**src/rtl/zad4_char_scroller_pkg.sv**
```systemverilog
// rtl/zad4_char_scroller_pkg.sv - shared constants and rotate helper for the character scroller
package zad4_pkg;

  localparam int CW    = 2;
  localparam int NCHAR = 4;

  localparam logic [CW-1:0] CH_A = 2'd0;
  localparam logic [CW-1:0] CH_B = 2'd1;
  localparam logic [CW-1:0] CH_C = 2'd2;
  localparam logic [CW-1:0] CH_D = 2'd3;

  localparam logic [CW*NCHAR-1:0] RST_WORD = {CH_A, CH_B, CH_C, CH_D};

  localparam logic DIR_L = 1'b0;
  localparam logic DIR_R = 1'b1;

  // Slot 3 sits in the top bits, so a left scroll is a left rotate by one character.
  function automatic logic [CW*NCHAR-1:0] rot_word(input logic [CW*NCHAR-1:0] w,
                                                   input logic                  d);
    if (d == DIR_L) begin
      rot_word = {w[CW*NCHAR-CW-1:0], w[CW*NCHAR-1 -: CW]};
    end else begin
      rot_word = {w[CW-1:0], w[CW*NCHAR-1:CW]};
    end
  endfunction

endpackage

```
**src/rtl/zad4_char_scroller_if.sv**
```systemverilog
// rtl/zad4_char_scroller_if.sv - control and character-code bundle between board top and scroller
interface zad4_char_scroller_if;
  import zad4_pkg::*;

  logic                  en;
  logic                  dir;
  logic                  step;
  logic                  load;
  logic [CW*NCHAR-1:0]   load_word;
  logic [CW-1:0]         c3;
  logic [CW-1:0]         c2;
  logic [CW-1:0]         c1;
  logic [CW-1:0]         c0;
  logic [1:0]            offset;
  logic                  tick;

  modport master (
    output en, dir, step, load, load_word,
    input  c3, c2, c1, c0, offset, tick
  );

  modport slave (
    input  en, dir, step, load, load_word,
    output c3, c2, c1, c0, offset, tick
  );

endinterface

```
**src/rtl/zad4_char_scroller_tick_gen.sv**
```systemverilog
// rtl/zad4_char_scroller_tick_gen.sv - freezable prescaler producing one pulse every TICK_DIV enabled cycles
module zad4_tick_gen #(
  parameter int TICK_DIV = 50000000
) (
  input  logic Clock,
  input  logic Resetn,
  input  logic en,
  input  logic clr,
  output logic pt
);

  localparam int                CNT_W   = $clog2(TICK_DIV);
  localparam logic [CNT_W-1:0]  CNT_MAX = CNT_W'(TICK_DIV - 1);

  logic [CNT_W-1:0] cnt_q;
  logic [CNT_W-1:0] cnt_d;

  assign pt = en && (cnt_q == CNT_MAX);

  // clr beats en so a load restarts the period even on the wrap cycle.
  always_comb begin
    cnt_d = cnt_q;
    if (clr) begin
      cnt_d = '0;
    end else if (en) begin
      cnt_d = pt ? '0 : cnt_q + 1'b1;
    end
  end

  always_ff @(posedge Clock) begin
    if (!Resetn) begin
      cnt_q <= '0;
    end else begin
      cnt_q <= cnt_d;
    end
  end

endmodule

```
**src/rtl/zad4_char_scroller.sv**
```systemverilog
// rtl/zad4_char_scroller.sv - rotates a 4-character word across the digit slots on tick or manual step
module zad4_char_scroller
  import zad4_pkg::*;
#(
  parameter int TICK_DIV = 50000000
) (
  input  logic                 Clock,
  input  logic                 Resetn,
  zad4_char_scroller_if.slave  bus
);

  logic [CW*NCHAR-1:0] word_q;
  logic [CW*NCHAR-1:0] word_d;
  logic [1:0]          offset_q;
  logic [1:0]          offset_d;
  logic                tick_q;
  logic                tick_d;
  logic                step_q;
  logic                step_d;
  logic                pt;
  logic                sp;
  logic                rot;

  zad4_tick_gen #(
    .TICK_DIV (TICK_DIV)
  ) u_tick_gen (
    .Clock  (Clock),
    .Resetn (Resetn),
    .en     (bus.en),
    .clr    (bus.load),
    .pt     (pt)
  );

  // Manual steps only count while auto-scroll is off, so the two sources never race.
  assign step_d = bus.step;
  assign sp     = bus.step & ~step_q;
  assign rot    = pt | (sp & ~bus.en);

  always_comb begin
    word_d   = word_q;
    offset_d = offset_q;
    tick_d   = 1'b0;
    if (bus.load) begin
      word_d   = bus.load_word;
      offset_d = 2'd0;
    end else if (rot) begin
      word_d   = rot_word(word_q, bus.dir);
      offset_d = (bus.dir == DIR_L) ? offset_q + 2'd1 : offset_q - 2'd1;
      tick_d   = 1'b1;
    end
  end

  always_ff @(posedge Clock) begin
    if (!Resetn) begin
      word_q   <= RST_WORD;
      offset_q <= 2'd0;
      tick_q   <= 1'b0;
      step_q   <= 1'b0;
    end else begin
      word_q   <= word_d;
      offset_q <= offset_d;
      tick_q   <= tick_d;
      step_q   <= step_d;
    end
  end

  assign bus.c3     = word_q[7:6];
  assign bus.c2     = word_q[5:4];
  assign bus.c1     = word_q[3:2];
  assign bus.c0     = word_q[1:0];
  assign bus.offset = offset_q;
  assign bus.tick   = tick_q;

endmodule

```
**src/flat_wrapper.sv**
```systemverilog
// flat-port wrapper written by rule: the top's interface ports become plain ports
module zad4_char_scroller_flat import zad4_pkg::*;
#(
  parameter int TICK_DIV = 50000000
)
  (Clock, Resetn, bus_en, bus_dir, bus_step, bus_load, bus_load_word, bus_c3, bus_c2, bus_c1, bus_c0, bus_offset, bus_tick);
  zad4_char_scroller_if bus_i ();
  input  logic Clock;
  input  logic Resetn;
  input wire logic [$bits(bus_i.en)-1:0] bus_en;
  input wire logic [$bits(bus_i.dir)-1:0] bus_dir;
  input wire logic [$bits(bus_i.step)-1:0] bus_step;
  input wire logic [$bits(bus_i.load)-1:0] bus_load;
  input wire logic [$bits(bus_i.load_word)-1:0] bus_load_word;
  output wire logic [$bits(bus_i.c3)-1:0] bus_c3;
  output wire logic [$bits(bus_i.c2)-1:0] bus_c2;
  output wire logic [$bits(bus_i.c1)-1:0] bus_c1;
  output wire logic [$bits(bus_i.c0)-1:0] bus_c0;
  output wire logic [$bits(bus_i.offset)-1:0] bus_offset;
  output wire logic [$bits(bus_i.tick)-1:0] bus_tick;
  assign bus_i.en = bus_en;
  assign bus_i.dir = bus_dir;
  assign bus_i.step = bus_step;
  assign bus_i.load = bus_load;
  assign bus_i.load_word = bus_load_word;
  assign bus_c3 = bus_i.c3;
  assign bus_c2 = bus_i.c2;
  assign bus_c1 = bus_i.c1;
  assign bus_c0 = bus_i.c0;
  assign bus_offset = bus_i.offset;
  assign bus_tick = bus_i.tick;
  zad4_char_scroller #(.TICK_DIV(TICK_DIV)) u_core (.Clock(Clock), .Resetn(Resetn), .bus(bus_i));
endmodule
```
**config.mk**
```make
export PLATFORM = sky130hd
export DESIGN_NAME = zad4_char_scroller_flat
export DESIGN_NICKNAME = d
export VERILOG_FILES = /design/src/rtl/zad4_char_scroller_pkg.sv /design/src/rtl/zad4_char_scroller_if.sv /design/src/rtl/zad4_char_scroller_tick_gen.sv /design/src/rtl/zad4_char_scroller.sv /design/src/flat_wrapper.sv
export SDC_FILE = /design/constraint.sdc
export NUM_CORES = 1
export LEC_CHECK = 0
export ABC_AREA = 1
export CAP_MARGIN = 20
export CELL_PAD_IN_SITES_DETAIL_PLACEMENT = 0
export CELL_PAD_IN_SITES_GLOBAL_PLACEMENT = 1
export CORE_MARGIN = 2
export CORE_UTILIZATION = 40
export CTS_BUF_LIST = sky130_fd_sc_hd__clkbuf_16
export DETAILED_ROUTE_END_ITERATION = 8
export HOLD_SLACK_MARGIN = 0.12
export PLACE_DENSITY_LB_ADDON = 0.1
export SYNTH_ARGS = -nofsm -noshare
export SYNTH_HDL_FRONTEND = slang
export SYNTH_SLANG_ARGS = --single-unit
```
**constraint.sdc**
```tcl
create_clock -name Clock -period 1.64 [get_ports Clock]
set_input_delay 0.164 -clock Clock [delete_from_list [all_inputs] [get_ports Clock]]
set_output_delay 0.164 -clock Clock [all_outputs]
set_load 0.02 [all_outputs]
```
==> Implementation_results.wiki <==
{| class="wikitable"
! Metric !! Value
|-
| Multiplexer fraction of the synthesized cell area || 1.36%
|-
| Post-route fraction of the period consumed by the critical path || 90.0%
|-
| Clock Skews || 2.98 ps
|-
| Maximum count of clock buffers along a single path || 2
|-
| Crit start category || register
|-
| Worst min-delay path category || input pin to register
|-
| Max Clock Freq || 678 MHz
|-
| Share of the core filled with cells in the final layout || 51.2%
|-
| TritonCTS sink count || 38
|-
| Power Density || 772 nW/µm²
|-
| Setup violators final || 0
|-
| M3 GR Usage || 3.68%
|-
| Net count of the mapped netlist || 342
|-
| Clock H-tree levels || 2
|-
| Share of synthesized cell area in and, or, nand and nor gates || 43.4%
|-
| Path type of the worst setup path || register to register
|-
| Post-CTS setup repair buffer count || 0
|-
| Horizontal extent of the die || 78.3 µm
|-
| Layout Nets || 384
|-
| Fraction of layout cells with a size suffix above 1 || 16.3%
|-
| Area fraction in compound gates after synthesis || 6.80%
|-
| Number of DRC violations after detailed routing || 0
|-
| Grt met1 use || 25.2%
|-
| First drt pass iteration count || 4
|-
| Final weighted congestion in routability-driven placement || 0.853
|-
| Count of cells along the worst register-to-register path || 8
|-
| Largest net degree at the start of global routing || 18
|-
| Headroom to the max-slew limit || 68.3%
|-
| Hold buffer count at cts || 0
|-
| Leading register cell type out of synthesis || sky130_fd_sc_hd__dfxtp_1
|-
| Setup slack of the critical path after layout || 165 ps
|-
| Number of cells traversed by the worst hold path || 3
|-
| Count of input and output buffers || 24
|-
| Crit path arrival time || 1640 ps
|-
| Antenna violations before repair || 0
|-
| Start point of the worst hold path || bus_step
|-
| Met2 routing resource usage after global routing || 29.3%
|-
| Layer carrying the most global-route usage || met2
|-
| Max-cap violations || 0
|-
| Library cell contributing the largest single delay on the critical path || sky130_fd_sc_hd__dfxtp_1
|-
| Main combinational cell family by area after synthesis || simple AND/OR/NAND/NOR gates
|-
| Iteration-0 DRC Markers || 82
|-
| Top-level port count || 25
|-
| Synth Area in Adders || 1.13%
|-
| Startpoint of the most critical register-to-register path || u_core.u_tick_gen.cnt_q[1]
|-
| Final Hold Fails || 0
|-
| Area enclosed by the die boundary || 6130 µm²
|-
| Half-perimeter wire length after detailed placement || 3.99 mm
|-
| Mean instance size in the synthesized netlist || 6.78 µm²
|-
| Design Area, Final || 2770 µm²
|-
| Cells traversed along the worst timing path || ha_1 -> nand2_1 -> nor2_1 -> nand2_1 -> nor2_2 -> nand2_1 -> nor2_1 -> nor3_2
|-
| Cell at the root of the clock tree || sky130_fd_sc_hd__clkbuf_16
|-
| Routed wire length || 5.13 mm
|-
| Clock tree from TritonCTS || done
|-
| Vias in the first global route || 1964
|-
| Placed inst area || 2630 µm²
|-
| First-pass GRT wire length || 9.07 mm
|-
| Static leakage power || 0.00112 µW
|-
| Setup Slack @ Placement || -124 ps
|-
| Clock period minus final worst setup slack || 1480 ps
|-
| Hold Crit Endpoint || u_core.step_q
|-
| Diodes inserted || 0
|-
| Number of instances in the synthesized netlist || 326
|-
| Count of cell types in the netlist || 34
|-
| Floorplan core area || 5410 µm²
|-
| Global route total overflow || 0
|-
| Register-to-register setup slack || 160 ps
|-
| Initial core utilization || 40.9%
|-
| Most frequently used cell type in the post-synthesis netlist || sky130_fd_sc_hd__nand2_1
|-
| Power consumption || 2140 µW
|-
| Final number of max-transition violations || 0
|-
| Status || finished, final reports clean
|-
| Worst-skew pair later-pin latency || 280 ps
|-
| Layout Area Growth over Synthesis || 25.4%
|-
| Seq/Total Area, Yosys || 34.4%
|-
| Number of rows in the core area || 27
|-
| #FFs+latches synth || 38
|-
| Total clock buffers created by CTS || 5
|-
| Proportion of netlist area held by the largest area contributor || 34.4%
|-
| Clock-pin slew on the worst setup and hold paths || 60 ps
|-
| Dominant cells by area after synthesis || sky130_fd_sc_hd__dfxtp_1 (34%), sky130_fd_sc_hd__nand2_1 (13%), sky130_fd_sc_hd__nor2_1 (8.7%), sky130_fd_sc_hd__inv_1 (5.3%), sky130_fd_sc_hd__nand3_1 (4.1%)
|-
| Synth Cell Area || 2210 µm²
|-
| Crit path capture type || register
|-
| EDFF count, synth || 0
|-
| Number of nets with antenna violations after routing || 0
|-
| Post-detailed-route wirelength per cell || 11.6 µm
|-
| Share of synthesized flip-flops with an asynchronous set or reset || 0%
|-
| Post-synthesis xor/xnor area fraction || 2.77%
|-
| Req. time, crit path || 1810 ps
|-
| Cell taking the most area after synthesis || sky130_fd_sc_hd__dfxtp_1
|-
| Setup repair after global routing missed its margin || no
|-
| Worst path top cell family by delay || simple AND/OR/NAND/NOR gates
|-
| IR Drop Worst-Case VDD || 0.442 mV
|-
| GRT Overall Usage || 18.4%
|-
| Endpoint of the worst register-to-register path || u_core.u_tick_gen.cnt_q[24]
|-
| Most used cell along the critical path || sky130_fd_sc_hd__nand2_1
|-
| Number of buffers and inverters on the critical path || 0
|-
| Number of instances resized during post-cts repair || 0
|-
| Measured slew at the worst slew-check pin || 472 ps
|-
| Synth warn || 0
|-
| Die Height || 78.3 µm
|-
| Total vias in the final route || 2073
|-
| Ratio of routed vias to standard cells || 4.70
|-
| Delay of the slowest cell on the worst path || 370 ps
|-
| Largest fanout of any net on the critical path || 4
|-
| List of most frequent post-synthesis cells || sky130_fd_sc_hd__nand2_1 (78), sky130_fd_sc_hd__nor2_1 (51), sky130_fd_sc_hd__dfxtp_1 (38), sky130_fd_sc_hd__inv_1 (31), sky130_fd_sc_hd__nand3_1 (18)
|}
[through the flow]
step           std cells  setup TNS, ps  hold slack [ps]
4_1_cts              441              0              451
6_report             441              0              450
3_5_place_dp         433          -2650              497
3_3_place_gp         433          -1960              479
5_1_grt              441              0              474
2_1_floorplan        326              0              257
[worst max path at each step]
stage	slack [ps]	depth (start not counted)	start	end
4_1_cts	70	8	u_core.u_tick_gen.cnt_q[0]	u_core.u_tick_gen.cnt_q[24]
3_3_place_gp	-110	10	bus_en	u_core.u_tick_gen.cnt_q[15]
3_5_place_dp	-120	10	bus_en	u_core.u_tick_gen.cnt_q[15]
2_1_floorplan	340	8	u_core.u_tick_gen.cnt_q[0]	u_core.u_tick_gen.cnt_q[24]
5_1_grt	6	8	u_core.u_tick_gen.cnt_q[1]	u_core.u_tick_gen.cnt_q[24]
6_report	160	8	u_core.u_tick_gen.cnt_q[1]	u_core.u_tick_gen.cnt_q[24]
[sequential cells by signal, summed over array words and instances, names as in the netlist]
signal / cells
u_core.bus.tick: 1
u_core.word_q: 8
u_core.bus.offset: 2
u_core.u_tick_gen.cnt_q: 26
u_core.step_q: 1
[logic make-up (layout without fill, tap and decap cells)]
group / count (synthesis) / after routing
buf+inv: 47 / 90
xor+xnor: 7 / 7
flops: 38 / 38
fa+ha+maj: 2 / 2
compound gates: 28 / 28
simple gates: 201 / 201
mux: 3 / 3
[per-layer routing]
| layer | share of wire, % | vias up |
|---|---|---|
| li1 | - | 1130 |
| met1 | 51 | 902 |
| met3 | 3.5 | 5 |
| met5 | 0 | - |
| met2 | 45 | 36 |
| met4 | 0.99 | 0 |
[worst reg2reg max path: stages, from the launching register on]
cell and delay (ps):
sky130_fd_sc_hd__dfxtp_1 370, sky130_fd_sc_hd__ha_1 200, sky130_fd_sc_hd__nand2_1 90, sky130_fd_sc_hd__nor2_1 150, sky130_fd_sc_hd__nand2_1 120, sky130_fd_sc_hd__nor2_2 180, sky130_fd_sc_hd__nand2_1 70, sky130_fd_sc_hd__nor2_1 130
sky130_fd_sc_hd__nor3_2 60
[area by class of cell]
type / instances / area, µm²
Inverter: 37 / 141
Timing Repair Buffer: 45 / 410
Sequential cell: 38 / 762
Fill cell: 553 / 2640
Tap cell: 72 / 90.1
Clock buffer: 5 / 125
Clock inverter: 3 / 12.5
Multi-Input combinational cell: 241 / 1230
[cells in the final DEF (no fill, tap or decap), drive strengths merged, types with 8 or more instances in the layout]
master / Yosys / routed
nand2: 85 / 85
nor2: 60 / 60
dfxtp: 38 / 38
inv: 37 / 38
clkdlybuf4s50: 0 / 24
buf: 8 / 21
nand3: 21 / 21
o21ai: 17 / 17
nand4: 14 / 14
nor3: 14 / 14
a21oi: 8 / 8
[where the power goes]
part | internal, µW | leakage [µW] | switching, µW
clock | 549 | 0.0000724 | 362
combinational | 129 | 0.000740 | 134
sequential | 947 | 0.000309 | 17.0
total | 1620 | 0.00112 | 514
(Power assumes the default switching activity.)
